--- config.mk ---
export PLATFORM = sky130hd
export DESIGN_NAME = game_round_controller
export DESIGN_NICKNAME = d
export VERILOG_FILES = /design/src/rtl/game_round_controller.sv
export SDC_FILE = /design/constraint.sdc
export NUM_CORES = 1
export LEC_CHECK = 0
export CAP_MARGIN = 20
export CORE_ASPECT_RATIO = 0.7
export CORE_UTILIZATION = 35
export CTS_CLUSTER_DIAMETER = 80
export DETAILED_ROUTE_END_ITERATION = 7
export PLACE_DENSITY = 0.65
export SYNTH_ARGS = -nofsm -noshare
export SYNTH_HDL_FRONTEND = slang
export SYNTH_SLANG_ARGS = --single-unit
--- constraint.sdc ---
create_clock -name clk -period 2.7 [get_ports clk]
set_input_delay 0.675 -clock clk [delete_from_list [all_inputs] [get_ports clk]]
set_output_delay 0.675 -clock clk [all_outputs]
set_load 0.05 [all_outputs]
--- src/rtl/game_round_controller.sv ---
// game_round_controller
//
// Runs the binary mental-math game while a user is logged in. Each round two
// 4-bit operands are drawn from a free-running 8-bit LFSR and presented. The
// player then enters a 5-bit binary sum, which is checked against the true
// sum under a per-round time limit. The score is kept over NUM_ROUNDS rounds.
//
// Ports:
//   clk            : system clock
//   rst            : synchronous active-high reset
//   Logged_In      : level from the access controller; the game runs only while high
//   Start          : single-cycle pulse that begins a new game (IDLE or DONE only)
//   Answer_Enter   : single-cycle pulse; Answer is valid this cycle (ASK only)
//   Answer         : player's 5-bit binary sum
//   Operand_A/B    : operands of the current question
//   Question_Valid : high while a question awaits an answer
//   Correct        : one-cycle pulse, the answer was right
//   Wrong          : one-cycle pulse, the answer was wrong
//   Timeout        : one-cycle pulse, the round time expired
//   Score          : correct answers in the current or last game
//   Round          : current round number, 1-based; 0 before the first round
//   Game_Over      : high after the final round, until the next Start or logout

module game_round_controller #(
  parameter int         ROUND_TIME = 1000,
  parameter int         NUM_ROUNDS = 8,
  parameter logic [7:0] LFSR_SEED  = 8'hA5
) (
  input  logic       clk,
  input  logic       rst,
  input  logic       Logged_In,
  input  logic       Start,
  input  logic       Answer_Enter,
  input  logic [4:0] Answer,
  output logic [3:0] Operand_A,
  output logic [3:0] Operand_B,
  output logic       Question_Valid,
  output logic       Correct,
  output logic       Wrong,
  output logic       Timeout,
  output logic [3:0] Score,
  output logic [3:0] Round,
  output logic       Game_Over
);

  typedef enum logic [2:0] {
    S_IDLE,
    S_LOAD,
    S_ASK,
    S_RESULT,
    S_DONE
  } state_t;

  localparam logic [15:0] TIMER_LOAD = 16'(ROUND_TIME - 1);
  localparam logic [3:0]  LAST_ROUND = 4'(NUM_ROUNDS);

  state_t      state_q, state_d;
  logic [7:0]  lfsr_q, lfsr_d;
  logic [15:0] timer_q, timer_d;
  logic [3:0]  op_a_q, op_a_d;
  logic [3:0]  op_b_q, op_b_d;
  logic        qv_q, qv_d;
  logic        correct_q, correct_d;
  logic        wrong_q, wrong_d;
  logic        timeout_q, timeout_d;
  logic [3:0]  score_q, score_d;
  logic [3:0]  round_q, round_d;
  logic        game_over_q, game_over_d;
  logic [4:0]  true_sum;

  // Zero-extended so that a carry out of the 4-bit add is kept.
  assign true_sum = {1'b0, op_a_q} + {1'b0, op_b_q};

  // Next-state logic. The result pulses default low so they can only be high
  // for the single RESULT cycle. Question_Valid and Game_Over are computed one
  // cycle ahead so that the registered copies line up with the state.
  always_comb begin
    state_d     = state_q;
    // Fibonacci LFSR, x^8+x^6+x^5+x^4+1; free-running in every state.
    lfsr_d      = {lfsr_q[6:0], lfsr_q[7] ^ lfsr_q[5] ^ lfsr_q[4] ^ lfsr_q[3]};
    timer_d     = timer_q;
    op_a_d      = op_a_q;
    op_b_d      = op_b_q;
    qv_d        = qv_q;
    correct_d   = 1'b0;
    wrong_d     = 1'b0;
    timeout_d   = 1'b0;
    score_d     = score_q;
    round_d     = round_q;
    game_over_d = game_over_q;

    case (state_q)
      S_IDLE: begin
        qv_d        = 1'b0;
        game_over_d = 1'b0;
        if (Start && Logged_In) begin
          state_d = S_LOAD;
          score_d = 4'd0;
          round_d = 4'd0;
        end
      end

      S_LOAD: begin
        if (!Logged_In) begin
          state_d = S_IDLE;
          qv_d    = 1'b0;
        end else begin
          op_a_d  = lfsr_q[7:4];
          op_b_d  = lfsr_q[3:0];
          round_d = round_q + 4'd1;
          timer_d = TIMER_LOAD;
          qv_d    = 1'b1;
          state_d = S_ASK;
        end
      end

      // Logout beats an answer, and an answer beats an expiring timer.
      S_ASK: begin
        if (!Logged_In) begin
          state_d = S_IDLE;
          qv_d    = 1'b0;
        end else if (Answer_Enter) begin
          if (Answer == true_sum) begin
            correct_d = 1'b1;
            score_d   = score_q + 4'd1;
          end else begin
            wrong_d = 1'b1;
          end
          qv_d    = 1'b0;
          state_d = S_RESULT;
        end else if (timer_q == 16'd0) begin
          timeout_d = 1'b1;
          qv_d      = 1'b0;
          state_d   = S_RESULT;
        end else begin
          timer_d = timer_q - 16'd1;
        end
      end

      S_RESULT: begin
        qv_d = 1'b0;
        if (!Logged_In) begin
          state_d = S_IDLE;
        end else if (round_q == LAST_ROUND) begin
          game_over_d = 1'b1;
          state_d     = S_DONE;
        end else begin
          state_d = S_LOAD;
        end
      end

      S_DONE: begin
        if (!Logged_In) begin
          game_over_d = 1'b0;
          state_d     = S_IDLE;
        end else if (Start) begin
          game_over_d = 1'b0;
          score_d     = 4'd0;
          round_d     = 4'd0;
          state_d     = S_LOAD;
        end
      end

      default: begin
        state_d     = S_IDLE;
        qv_d        = 1'b0;
        game_over_d = 1'b0;
      end
    endcase
  end

  // All state and registered outputs, with synchronous reset.
  always_ff @(posedge clk) begin
    if (rst) begin
      state_q     <= S_IDLE;
      lfsr_q      <= LFSR_SEED;
      timer_q     <= 16'd0;
      op_a_q      <= 4'd0;
      op_b_q      <= 4'd0;
      qv_q        <= 1'b0;
      correct_q   <= 1'b0;
      wrong_q     <= 1'b0;
      timeout_q   <= 1'b0;
      score_q     <= 4'd0;
      round_q     <= 4'd0;
      game_over_q <= 1'b0;
    end else begin
      state_q     <= state_d;
      lfsr_q      <= lfsr_d;
      timer_q     <= timer_d;
      op_a_q      <= op_a_d;
      op_b_q      <= op_b_d;
      qv_q        <= qv_d;
      correct_q   <= correct_d;
      wrong_q     <= wrong_d;
      timeout_q   <= timeout_d;
      score_q     <= score_d;
      round_q     <= round_d;
      game_over_q <= game_over_d;
    end
  end

  assign Operand_A      = op_a_q;
  assign Operand_B      = op_b_q;
  assign Question_Valid = qv_q;
  assign Correct        = correct_q;
  assign Wrong          = wrong_q;
  assign Timeout        = timeout_q;
  assign Score          = score_q;
  assign Round          = round_q;
  assign Game_Over      = game_over_q;

endmodule

==> out/qor.yml <==
global_route:
  antenna_found_initial: 0
  grt_use_total_pct: 16.2
  grt_pass1_wl_um: 9070
  grt_pass1_vias: 1836
  grt_max_degree: 22
  grt_overflow: 0
layout:
  drive_gt1_share_pct: 11.2
  fillers: 667
  most-common-layout-cells: "dfxtp_1 (48), clkdlybuf4s50_1 (30), nand2_1 (26), a21oi_1 (23), nor2_1 (19)"
  finalNetCount: 332
  final_cell_count_no_fill: 407
  area_growth_syn_to_layout_pct: 23.0
  mostFrequentLayoutCell: "dfxtp_1"
  antenna_cells: 0
  fin_util_pct: 44.6
power_and_ir_drop:
  seqPwrFrac_pct: 48.7
  p_per_area_mw_per_mm2: 543
  power.internal_uw: 1120
  combPwrFrac_pct: 23.4
  p_leak_uw: 0.00110
  ir_worst_vdd_v: 0.000231
  total_power_uw: 1630
  p_clk_share_pct: 28.0
  p_sw_share_pct: 31.2
  p_sw_uw: 508
synth:
  synth_mux_area_share_pct: 1.64
  ys_ff_latch: 48
  async_flop_share_pct: 0
  synth_flop_cell: "dfxtp_1"
  synth-simple-area-share_pct: 28.9
  synth_fp_nets: 292
  synth_compound_area_share_pct: 15.7
  syn_inst: 272
  syn_area_mm2: 0.00244
  netlist-cell-type-count: 54
  postSynthAreaPerCell_um2: 8.96
  synth_xor_area_share_pct: 4.67
  seq_area_frac_synth_pct: 39.4
  yosys_warnings: 0
  synth-edff-count: 0
  synth_top_family_by_area: "simple AND/OR/NAND/NOR gates"
  synth_fa_ha_area_share_pct: 5.86
placement:
  hpwl_um: 4150
  place_inst: 399
  portBuffers: 30
  place.gp.congestion: 0.788
clock_tree:
  cts_buffer_depth: 2
  cts_hold_buf: 0
  htreeDepth: 2
  post_cts_buffers: 0
  cts_sinks: 48
  cts_made_buffers: 5
  cts_tree: "yes"
  cts_resized: 0
  clk_latency_ps: 300
  clk_pin_slew_ps: 90
  ctsRootBufferMaster: "clkbuf_8"
timing:
  period_needed_ps: 2550
  final-hold-violation-count: 0
  final-max-slew-violation-count: 0
  finalSetupTns_ps: 0
  fin_skew_ps: 6.70
  fin_crit_sh_pct: 94.5
  worst_pin_slew_ps: 514
  rsz0062_at_grt: "no"
  setup_viol: 0
  maxSlewHeadroom_pct: 65.6
  max_freq_mhz: 392
route:
  drc: 0
  routed_via_density: 5.05
  drtPass1Iterations: 4
  vias: 2057
  drt_iter0_markers: 75
  drt-total-wl_um: 5550
  wl_per_cell_um: 13.6
  ant_nets: 0
critical_path:
  reg2reg_to: "Score[3]"
  end_kind: "register"
  startpoint_type: "input port"
  setup.worst_path.class: "in2reg"
  r2r_slack_ps: 350
  worstPathMaxFanout: 7
  r2r-start: "Operand_A[0]"
  cp_data_arrival_time_ps: 2790
  cp.required_ps: 2940
  reg2reg_depth: 7
floorplanning:
  ios: 31
  start_util_pct: 36.2
  die_y_um: 71.8
  rows: 25
  coreArea_mm2: 0.00673
  die_area_mm2: 0.00730
  fp.dieW_um: 102
worst_hold_path:
  whs_path_depth: 1
  min_path_type: "reg2reg"
  hp-start: "lfsr_q[6]"
  hold_path_end: "lfsr_q[7]"
run:
  cap_violations: 0
status:
  run_status: "completed"
-- power groups by stage --
stage | clock network [µW] | registers [µW] | logic (µW)
after floorplan | 0 | 818 | 259
after global routing | 501 | 799 | 419
after CTS | 470 | 791 | 379
after detailed placement | 0 | 807 | 378
final | 455 | 792 | 380
after global placement | 0 | 806 | 368
-- area by class of cell --
type	instances	area [µm²]	area share [%]
clock buffers	6	82.6	2.76
clock inverters	2	15.0	0.501
inverters	7	26.3	0.877
multi-input cells	205	1380	46.1
flip-flops and latches	48	961	32.1
well taps	94	118	3.92
repair buffers	45	413	13.8
-- flip-flops by register name, indices dropped and copies added, names as in the netlist, 3 cells and up --
signal	count
Score	4
Operand_B	4
lfsr_q	8
Operand_A	4
Round	4
state_q	3
timer_q	16
-- kinds of logic (layout without fill, tap and decap cells) --
family,Yosys count,after routing
simple gates,123,123
compound gates,54,54
flops,48,48
buf+inv,19,60
xor+xnor,13,13
fa+ha+maj,11,11
mux,4,4
-- stage by stage --
stage / hold WS (ps) / setup slack (ps) / instance area, µm²
global route: 463 / 55.5 / 3000
finish: 452 / 149 / 3000
floorplan: 417 / 147 / 2440
detailed placement: 430 / -176 / 2900
global placement: 424 / -107 / 2900
CTS: 455 / 156 / 3000
-- how the worst max path moves through the flow --
stage	startpoint	to	slack (ps)
after floorplan	Operand_B[0]	Score[3]	150
after global placement	Answer_Enter	timer_q[9]	-110
after detailed placement	Answer_Enter	timer_q[9]	-180
after CTS	Answer_Enter	timer_q[9]	160
after global routing	Answer_Enter	timer_q[15]	60
final	Answer_Enter	timer_q[9]	150
-- worst max-delay path: stages --
cell and delay [ps]:
clkdlybuf4s50_1 420, or3b_1 360, a211o_1 350, a311o_1 390, or4_1 440, a31oi_1 160
-- synthesized netlist by cell type (3+ instances only) --
master | number | share of area (%)
clkbuf_1 | 8 | 1.2
o31ai_1 | 3 | 0.92
mux2i_1 | 4 | 1.6
nand2b_1 | 16 | 4.1
xnor2_1 | 7 | 2.5
nor2_1 | 19 | 2.9
or4_1 | 4 | 1.2
ha_1 | 9 | 4.6
a311oi_1 | 7 | 2.5
or2_2 | 6 | 1.5
buf_6 | 3 | 1.4
nor3_1 | 7 | 1.4
nand2_1 | 26 | 4.0
and2_1 | 3 | 0.77
nand3_1 | 5 | 1.0
a21oi_1 | 23 | 4.7
dfxtp_1 | 48 | 39
a31oi_1 | 4 | 1.0
nor4_1 | 3 | 0.77
nand4_1 | 3 | 0.77
o21ai_0 | 3 | 0.62
inv_1 | 7 | 1.1
xor2_1 | 6 | 2.2
and3_1 | 6 | 1.5
nor2b_1 | 7 | 1.8
-- layer usage --
layer,global-route usage [%],part of all wire [%],vias to the layer above
li1,-,-,1060
met3,3.51,3.1,5
met2,22.9,42,23
met5,0,0,-
met1,24.0,54,969
met4,5.15,0.92,0
(Power assumes the default switching activity.)
